File: config.mk
export PLATFORM = sky130hd
export DESIGN_NAME = cva6_ptw_sv32_refill_flat
export DESIGN_NICKNAME = d
export VERILOG_FILES = /design/src/rtl/cva6_ptw_sv32_refill_pkg.sv /design/src/rtl/cva6_ptw_sv32_refill_if.sv /design/src/rtl/cva6_ptw_sv32_refill.sv /design/src/flat_wrapper.sv
export SDC_FILE = /design/constraint.sdc
export NUM_CORES = 1
export LEC_CHECK = 0
export BUFFER_PORTS_ARGS = -buffer_cell sky130_fd_sc_hd__buf_2
export CAP_MARGIN = 20
export CORE_MARGIN = 3
export CORE_UTILIZATION = 44
export DETAILED_ROUTE_END_ITERATION = 8
export GPL_TIMING_DRIVEN = 0
export HOLD_SLACK_MARGIN = 0.12
export MAX_ROUTING_LAYER = met4
export PLACE_DENSITY = 0.88
export SLEW_MARGIN = 20
export SYNTH_ARGS = -nofsm -noshare
export SYNTH_HDL_FRONTEND = slang
export SYNTH_SLANG_ARGS = --single-unit
export TNS_END_PERCENT = 50
File: constraint.sdc
create_clock -name clk_i -period 1.8 [get_ports clk_i]
set_input_delay 0.18 -clock clk_i [delete_from_list [all_inputs] [get_ports clk_i]]
set_output_delay 0.18 -clock clk_i [all_outputs]
set_load 0.02 [all_outputs]
File: src/rtl/cva6_ptw_sv32_refill_pkg.sv
// Sv32 page-table walker types, constants and the PTE address helper.
package cva6_ptw_sv32_refill_pkg;
   localparam int unsigned PT_LEVELS_SV32 = 2;
   localparam int unsigned PTESIZE_SV32   = 4;
   localparam int unsigned PLEN_SV32      = 34;
   localparam int unsigned ASID_W_SV32    = 1;

   typedef struct packed {
      logic [21:0] ppn;
      logic [1:0]  rsw;
      logic        d;
      logic        a;
      logic        g;
      logic        u;
      logic        x;
      logic        w;
      logic        r;
      logic        v;
   } pte_sv32_t;

   typedef struct packed {
      logic                   valid;
      logic                   is_4M;
      logic [19:0]            vpn;
      logic [ASID_W_SV32-1:0] asid;
      pte_sv32_t              content;
   } tlb_update_sv32_t;

   typedef enum logic [2:0] {
      IDLE, MEM_REQ, WAIT_RVALID, PTE_CHECK, FLUSH_DRAIN
   } ptw_sv32_state_e;

   // Table base plus index scaled by the PTE size; wraps silently at 34 bits.
   function automatic logic [PLEN_SV32-1:0] pte_addr(logic [21:0] ppn, logic [9:0] vpn);
      return {ppn, 12'b0} + PLEN_SV32'(vpn) * PLEN_SV32'(PTESIZE_SV32);
   endfunction
endpackage

File: src/rtl/cva6_ptw_sv32_refill_if.sv
// Single-port PTE read bus: one request/grant, then one rvalid beat.
interface cva6_ptw_sv32_refill_if;
   import cva6_ptw_sv32_refill_pkg::*;
   logic                 req;
   logic [PLEN_SV32-1:0] addr;
   logic                 gnt;
   logic                 rvalid;
   logic [31:0]          rdata;

   modport master (output req, addr, input gnt, rvalid, rdata);
   modport slave  (input req, addr, output gnt, rvalid, rdata);
endinterface

File: src/rtl/cva6_ptw_sv32_refill.sv
// Sv32 two-level walker: refills the shared TLB on a lookup miss or reports a page fault.
module cva6_ptw_sv32_refill
   import cva6_ptw_sv32_refill_pkg::*;
#(
   parameter int unsigned ASID_WIDTH = ASID_W_SV32
) (
   input  logic                   clk_i,
   input  logic                   rst_ni,
   input  logic                   flush_i,
   input  logic [21:0]            satp_ppn_i,
   input  logic [ASID_WIDTH-1:0]  asid_i,
   input  logic                   shared_tlb_access_i,
   input  logic                   shared_tlb_hit_i,
   input  logic [31:0]            shared_tlb_vaddr_i,
   input  logic                   itlb_req_i,
   cva6_ptw_sv32_refill_if.master mem,
   output tlb_update_sv32_t       shared_tlb_update_o,
   output logic                   walking_o,
   output logic                   ptw_error_o,
   output logic                   ptw_error_itlb_o,
   output logic [31:0]            bad_vaddr_o
);
   ptw_sv32_state_e      state_q, state_d;
   logic [31:0]          vaddr_q;
   logic                 itlb_q;
   logic [ASID_WIDTH-1:0] asid_q;
   logic                 level_q;
   logic                 global_q;
   logic [PLEN_SV32-1:0] addr_q;
   pte_sv32_t            pte_q;
   logic                 leaf, fault;

   // Legality of a fetched PTE at the given level; a pointer at level 0 is illegal too.
   function automatic logic pte_fault(pte_sv32_t pte, logic lvl);
      logic is_leaf;
      is_leaf = pte.r | pte.x;
      if (!pte.v || (!pte.r && pte.w)) return 1'b1;
      if (is_leaf && !pte.a)           return 1'b1;
      if (is_leaf && lvl && (pte.ppn[9:0] != 10'd0)) return 1'b1;
      if (!is_leaf && !lvl)            return 1'b1;
      return 1'b0;
   endfunction

   assign leaf  = pte_q.r | pte_q.x;
   assign fault = pte_fault(pte_q, level_q);

   // State register.
   always_ff @(posedge clk_i or negedge rst_ni) begin
      if (!rst_ni) state_q <= IDLE;
      else         state_q <= state_d;
   end

   // Walk context: captured at miss, PTE latched on rvalid, descend on a level-1 pointer.
   always_ff @(posedge clk_i or negedge rst_ni) begin
      if (!rst_ni) begin
         vaddr_q  <= '0;
         itlb_q   <= 1'b0;
         asid_q   <= '0;
         level_q  <= 1'b0;
         global_q <= 1'b0;
         addr_q   <= '0;
         pte_q    <= '0;
      end else begin
         unique case (state_q)
            IDLE: if (shared_tlb_access_i && !shared_tlb_hit_i && !flush_i) begin
               vaddr_q  <= shared_tlb_vaddr_i;
               itlb_q   <= itlb_req_i;
               asid_q   <= asid_i;
               level_q  <= 1'(PT_LEVELS_SV32 - 1);
               global_q <= 1'b0;
               addr_q   <= pte_addr(satp_ppn_i, shared_tlb_vaddr_i[31:22]);
            end
            WAIT_RVALID: if (mem.rvalid && !flush_i) pte_q <= pte_sv32_t'(mem.rdata);
            PTE_CHECK: if (!flush_i && !fault && !leaf) begin
               level_q  <= 1'b0;
               addr_q   <= pte_addr(pte_q.ppn, vaddr_q[21:12]);
               global_q <= pte_q.g;
            end
            default: ;
         endcase
      end
   end

   // Next state; a granted-then-flushed read must still be drained.
   always_comb begin
      state_d = state_q;
      unique case (state_q)
         IDLE:        if (shared_tlb_access_i && !shared_tlb_hit_i && !flush_i) state_d = MEM_REQ;
         MEM_REQ:     if (flush_i)        state_d = mem.gnt ? FLUSH_DRAIN : IDLE;
                      else if (mem.gnt)   state_d = WAIT_RVALID;
         WAIT_RVALID: if (flush_i)        state_d = mem.rvalid ? IDLE : FLUSH_DRAIN;
                      else if (mem.rvalid) state_d = PTE_CHECK;
         PTE_CHECK:   state_d = (flush_i || fault || leaf) ? IDLE : MEM_REQ;
         FLUSH_DRAIN: if (mem.rvalid)     state_d = IDLE;
         default:     state_d = IDLE;
      endcase
   end

   // Outputs: request while in MEM_REQ, single-cycle update or fault out of PTE_CHECK.
   always_comb begin
      mem.req             = 1'b0;
      mem.addr            = '0;
      shared_tlb_update_o = '0;
      ptw_error_o         = 1'b0;
      ptw_error_itlb_o    = 1'b0;
      bad_vaddr_o         = '0;
      walking_o           = (state_q != IDLE);
      unique case (state_q)
         MEM_REQ: begin
            mem.req  = 1'b1;
            mem.addr = addr_q;
         end
         PTE_CHECK: if (!flush_i) begin
            if (fault) begin
               ptw_error_o      = 1'b1;
               ptw_error_itlb_o = itlb_q;
               bad_vaddr_o      = vaddr_q;
            end else if (leaf) begin
               shared_tlb_update_o.valid     = 1'b1;
               shared_tlb_update_o.is_4M     = level_q;
               shared_tlb_update_o.vpn       = vaddr_q[31:12];
               shared_tlb_update_o.asid      = ASID_W_SV32'(asid_q);
               shared_tlb_update_o.content   = pte_q;
               shared_tlb_update_o.content.g = pte_q.g | global_q;
            end
         end
         default: ;
      endcase
   end
endmodule
File: src/flat_wrapper.sv
// flat-port wrapper written by rule: the top's interface ports become plain ports
module cva6_ptw_sv32_refill_flat import cva6_ptw_sv32_refill_pkg::*;
#(
   parameter int unsigned ASID_WIDTH = ASID_W_SV32
)
  (clk_i, rst_ni, flush_i, satp_ppn_i, asid_i, shared_tlb_access_i, shared_tlb_hit_i, shared_tlb_vaddr_i, itlb_req_i, shared_tlb_update_o, walking_o, ptw_error_o, ptw_error_itlb_o, bad_vaddr_o, mem_req, mem_addr, mem_gnt, mem_rvalid, mem_rdata);
  cva6_ptw_sv32_refill_if mem_i ();
  input  logic clk_i;
  input  logic rst_ni;
  input  logic flush_i;
  input  logic [21:0] satp_ppn_i;
  input  logic [ASID_WIDTH-1:0] asid_i;
  input  logic shared_tlb_access_i;
  input  logic shared_tlb_hit_i;
  input  logic [31:0] shared_tlb_vaddr_i;
  input  logic itlb_req_i;
  output tlb_update_sv32_t shared_tlb_update_o;
  output logic walking_o;
  output logic ptw_error_o;
  output logic ptw_error_itlb_o;
  output logic [31:0] bad_vaddr_o;
  output wire logic [$bits(mem_i.req)-1:0] mem_req;
  output wire logic [$bits(mem_i.addr)-1:0] mem_addr;
  input wire logic [$bits(mem_i.gnt)-1:0] mem_gnt;
  input wire logic [$bits(mem_i.rvalid)-1:0] mem_rvalid;
  input wire logic [$bits(mem_i.rdata)-1:0] mem_rdata;
  assign mem_req = mem_i.req;
  assign mem_addr = mem_i.addr;
  assign mem_i.gnt = mem_gnt;
  assign mem_i.rvalid = mem_rvalid;
  assign mem_i.rdata = mem_rdata;
  cva6_ptw_sv32_refill #(.ASID_WIDTH(ASID_WIDTH)) u_core (.clk_i(clk_i), .rst_ni(rst_ni), .flush_i(flush_i), .satp_ppn_i(satp_ppn_i), .asid_i(asid_i), .shared_tlb_access_i(shared_tlb_access_i), .shared_tlb_hit_i(shared_tlb_hit_i), .shared_tlb_vaddr_i(shared_tlb_vaddr_i), .itlb_req_i(itlb_req_i), .mem(mem_i), .shared_tlb_update_o(shared_tlb_update_o), .walking_o(walking_o), .ptw_error_o(ptw_error_o), .ptw_error_itlb_o(ptw_error_itlb_o), .bad_vaddr_o(bad_vaddr_o));
endmodule
==> reports/results.tsv <==
stage	metric	value	unit
synthesis	top_reg_cell synth	dfrtp_1	
setup_path	crit path kind	register to output port	
finish	Nets	894	
die	Die Wd	116	um
global_route	largest net degree at the start of global routing	64	
sta	clk_skew	0.00911	ns
finish	Layout area overhead	65.5	%
drt	number of remaining DRC errors	0	
pwr	worst vdd ir	0.759	mV
setup_path	R2R setup slack	-0.31	ns
placed_design	post-placement cell area	6750	sq um
cts	H-tree lvl count	3	
cts	Longest Clk Path Bufs	2	
setup_path	Critical path origin	u_core.state_q[2]	
global_route	vias in the first global route	5495	
drt	Routed WL	20700	um
setup_path	CP arrival	2.34	ns
sta	Slew @ Worst Pin	0.526	ns
sta	Slew headroom	0.645	
setup_path	Crit path max-delay family	simple AND/OR/NAND/NOR gates	
global_route	GRT Resource Usage Total	0.316	
drt	via count	5169	
setup_path	capture point of the critical path	shared_tlb_update_o[45]	
cts	CTS tree	built	
pwr	PwrDens	1230	nW/um^2
cts	Root Buffer Master	clkbuf_16	
global_route	initial antenna violation count	0	
setup_path	CP endpoint kind	output port	
synthesis	mux contribution to synthesized area	0.275	
drt	DR iter-0 viols	269	
setup_path	Reg2Reg Depth	6	
cts	CTS sink count	103	
synthesis	Synth area leader	dfrtp_1	
cts	Clk Latency, worst-skew pair	0.35	ns
die	initial core utilization	0.459	
sta	Max Slew Vio Count	0	
synthesis	dominant cells by area after synthesis	dfrtp_1 (48%), mux2_2 (27%), and3_1 (6.0%)	
placed_design	Final HPWL DP	12200	um
setup_path	RR Endpoint	u_core.addr_q[23]	
global_route	grt ovf	0	
global_route	routing usage on met3	0.0674	
synthesis	Synth Area in Adders	0	
die	Die H	116	um
synthesis	XOR/XNOR Fraction of Synth Area	0	
synthesis	synth cell count leaders	mux2_2 (130), dfrtp_1 (103), and3_1 (51), nor2_1 (41), nand2_1 (37)	
finish	share of layout cells above drive strength 1	0.635	
drt	routed vias/inst	5.46	
sta	minimum clock period	2.52	ns
synthesis	main combinational cell family by area after synthesis	multiplexers	
status	status	finished with violations	
setup_path	CP max FO	10	
finish	fillers	664	
global_route	grt peak-use layer	met2	
synthesis	Synthesis Warnings	0	
sta	setup violators final	214	
setup_path	Worst EP required	1.62	ns
setup_path	Setup crit start kind	register	
worst_hold_path	type of the tightest min-delay check	input port to register	
synthesis	asr flop ratio synth	1.00	
synthesis	compound-cell area share of the yosys netlist	0.0236	
die	std cell rows	39	
synthesis	Post-Synth Simple-Gate Area	0.178	
global_route	first-pass GRT wire length	31000	um
die	core area	11700	sq um
setup_path	crit-path cells	nor2_1 > nand3_1 > nor2_4 > buf_4 > clkbuf_1 > and3_2 > buf_6	
synthesis	post-synthesis sequential area ratio	0.481	
status	failing checks	negative setup slack	
die	# IOs	220	
drt	TritonRoute pass-1 iters	4	
setup_path	Worst Path Buf+Inv	3	
sta	RSZ-0062 raised after global routing	yes	
setup_path	FF-to-FF Start	u_core.state_q[2]	
setup_path	Critical-path top delay cell	dfrtp_2	
setup_path	max incr delay on CP	0.47	ns
finish	Reg area	2580	sq um
pwr	Static Leak	4.33	nW
die	Die ar.	13500	sq um
sta	Tcrit/Tclk final	1.40	
synthesis	post-synth top area share	0.481	
drt	wire length per cell	21.8	um
sta	Final WS setup	-0.717	ns
sta	Final Hold Fails	0	
finish	fin util	0.760	
global_route	met2 usage	0.527	
placed_design	port bufs	217	
drt	post-route ant nets	0	
sta	FMAX	397	MHz
finish	area taken by multi-input logic gates	2960	sq um
global_route	met1 Use GR	0.375	
finish	design area	8870	sq um
synthesis	syn_area_per_cell	11.3	sq um
synthesis	count leader, synth	mux2_2	
synthesis	post-synthesis cell type count	35	
flow_run	max cap viols	0	
placed_design	GPL Wtd Cong	0.841	
synthesis	mapped cell area	5360	sq um
synthesis	number of synthesized flops with an enable pin	0	
cts	total CTS buffers	9	
synthesis	Synth Instances	474	
synthesis	Yosys reg bits	103	
setup_path	WP depth	7	
cts	Worst-path clk slew	0.06	ns
## layout make-up
cell class / count / area share
antenna: 1 / 0.000282
buffer: 37 / 0.0358
clock buffer: 12 / 0.0289
clock inverter: 3 / 0.00480
inverter: 4 / 0.00169
multi-input combinational: 331 / 0.333
sequential: 103 / 0.291
tap: 143 / 0.0202
timing repair buffer: 313 / 0.284
## repair_timing
| action | CTS | global route |
|---|---|---|
| endpoints found under the hold margin | 106 | 0 |
| setup buffers | 18 | 6 |
| setup endpoints to repair | 190 | 214 |
| pin swaps | 21 | 6 |
| hold buffers | 67 | 0 |
| gates resized for setup | 262 | 26 |
| cloned | 4 | 0 |
## metal layers
metal | vias to the layer above | share of wire
li1 | 2284 | -
met4 | 0 | 0.029
met3 | 43 | 0.078
met1 | 2531 | 0.39
met2 | 311 | 0.50
met5 | - | 0
## report_power, final
part           switching [mW]  internal, mW  total (mW)
registers                1.03          3.45        4.48
clock network           0.854          1.15        2.00
logic                    2.06          2.35        4.40
## cell usage in the layout (no fill, tap or decap), types with 5 or more instances in the layout
cell type | netlist | routed
buf_4 | 5 | 37
clkbuf_16 | 0 | 10
buf_2 | 10 | 140
and2_4 | 0 | 10
buf_6 | 5 | 87
and2_1 | 35 | 22
nor2_1 | 41 | 34
and3_4 | 0 | 42
dlygate4sd3_1 | 0 | 67
nand2_1 | 37 | 36
dfrtp_1 | 103 | 102
clkbuf_2 | 0 | 6
nor2_4 | 0 | 5
and3_2 | 0 | 9
mux2_2 | 130 | 130
## through the flow
stage / setup slack (ns) / total power [mW] / instances / hold slack (ns) / TNS, ns
finish: -0.717 / 10.9 / 947 / 0.151 / -74.06
detailed placement: -0.770 / 7.50 / 836 / 0.133 / -85.44
floorplan: -0.0849 / 6.29 / 475 / -0.116 / -4.06
global route: -0.797 / 11.4 / 946 / 0.144 / -86.34
global placement: -0.774 / 7.32 / 835 / 0.411 / -143.55
CTS: -0.655 / 10.5 / 940 / 0.132 / -62.40
## worst min-delay path by stage
stage,from,to,slack (ns),depth (start not counted)
2_1_floorplan,rst_ni,u_core.addr_q[10],-0.12,0
3_3_place_gp,shared_tlb_vaddr_i[14],u_core.vaddr_q[14],0.41,2
3_5_place_dp,rst_ni,u_core.pte_q[23],0.13,1
4_1_cts,mem_gnt,u_core.state_q[0],0.13,4
5_1_grt,shared_tlb_vaddr_i[22],u_core.vaddr_q[22],0.14,2
6_report,shared_tlb_vaddr_i[22],u_core.vaddr_q[22],0.15,2
## flip-flops by register name, summed over array words and instances, names as in the netlist
register	count
u_core.state_q	3
u_core.level_q	1
u_core.global_q	1
u_core.vaddr_q	32
u_core.pte_q	32
u_core.asid_q	1
u_core.addr_q	32
u_core.itlb_q	1
## logic make-up (layout without fill, tap and decap cells)
kind of cell | after synthesis | in the layout
AO/OA/AOI/OAI | 16 | 16
buffers and inverters | 41 | 369
AND/OR/NAND/NOR | 182 | 182
flip-flops | 103 | 103
other | 1 | 3
multiplexers | 131 | 131
No activity file was read; power rests on OpenSTA's default activity.
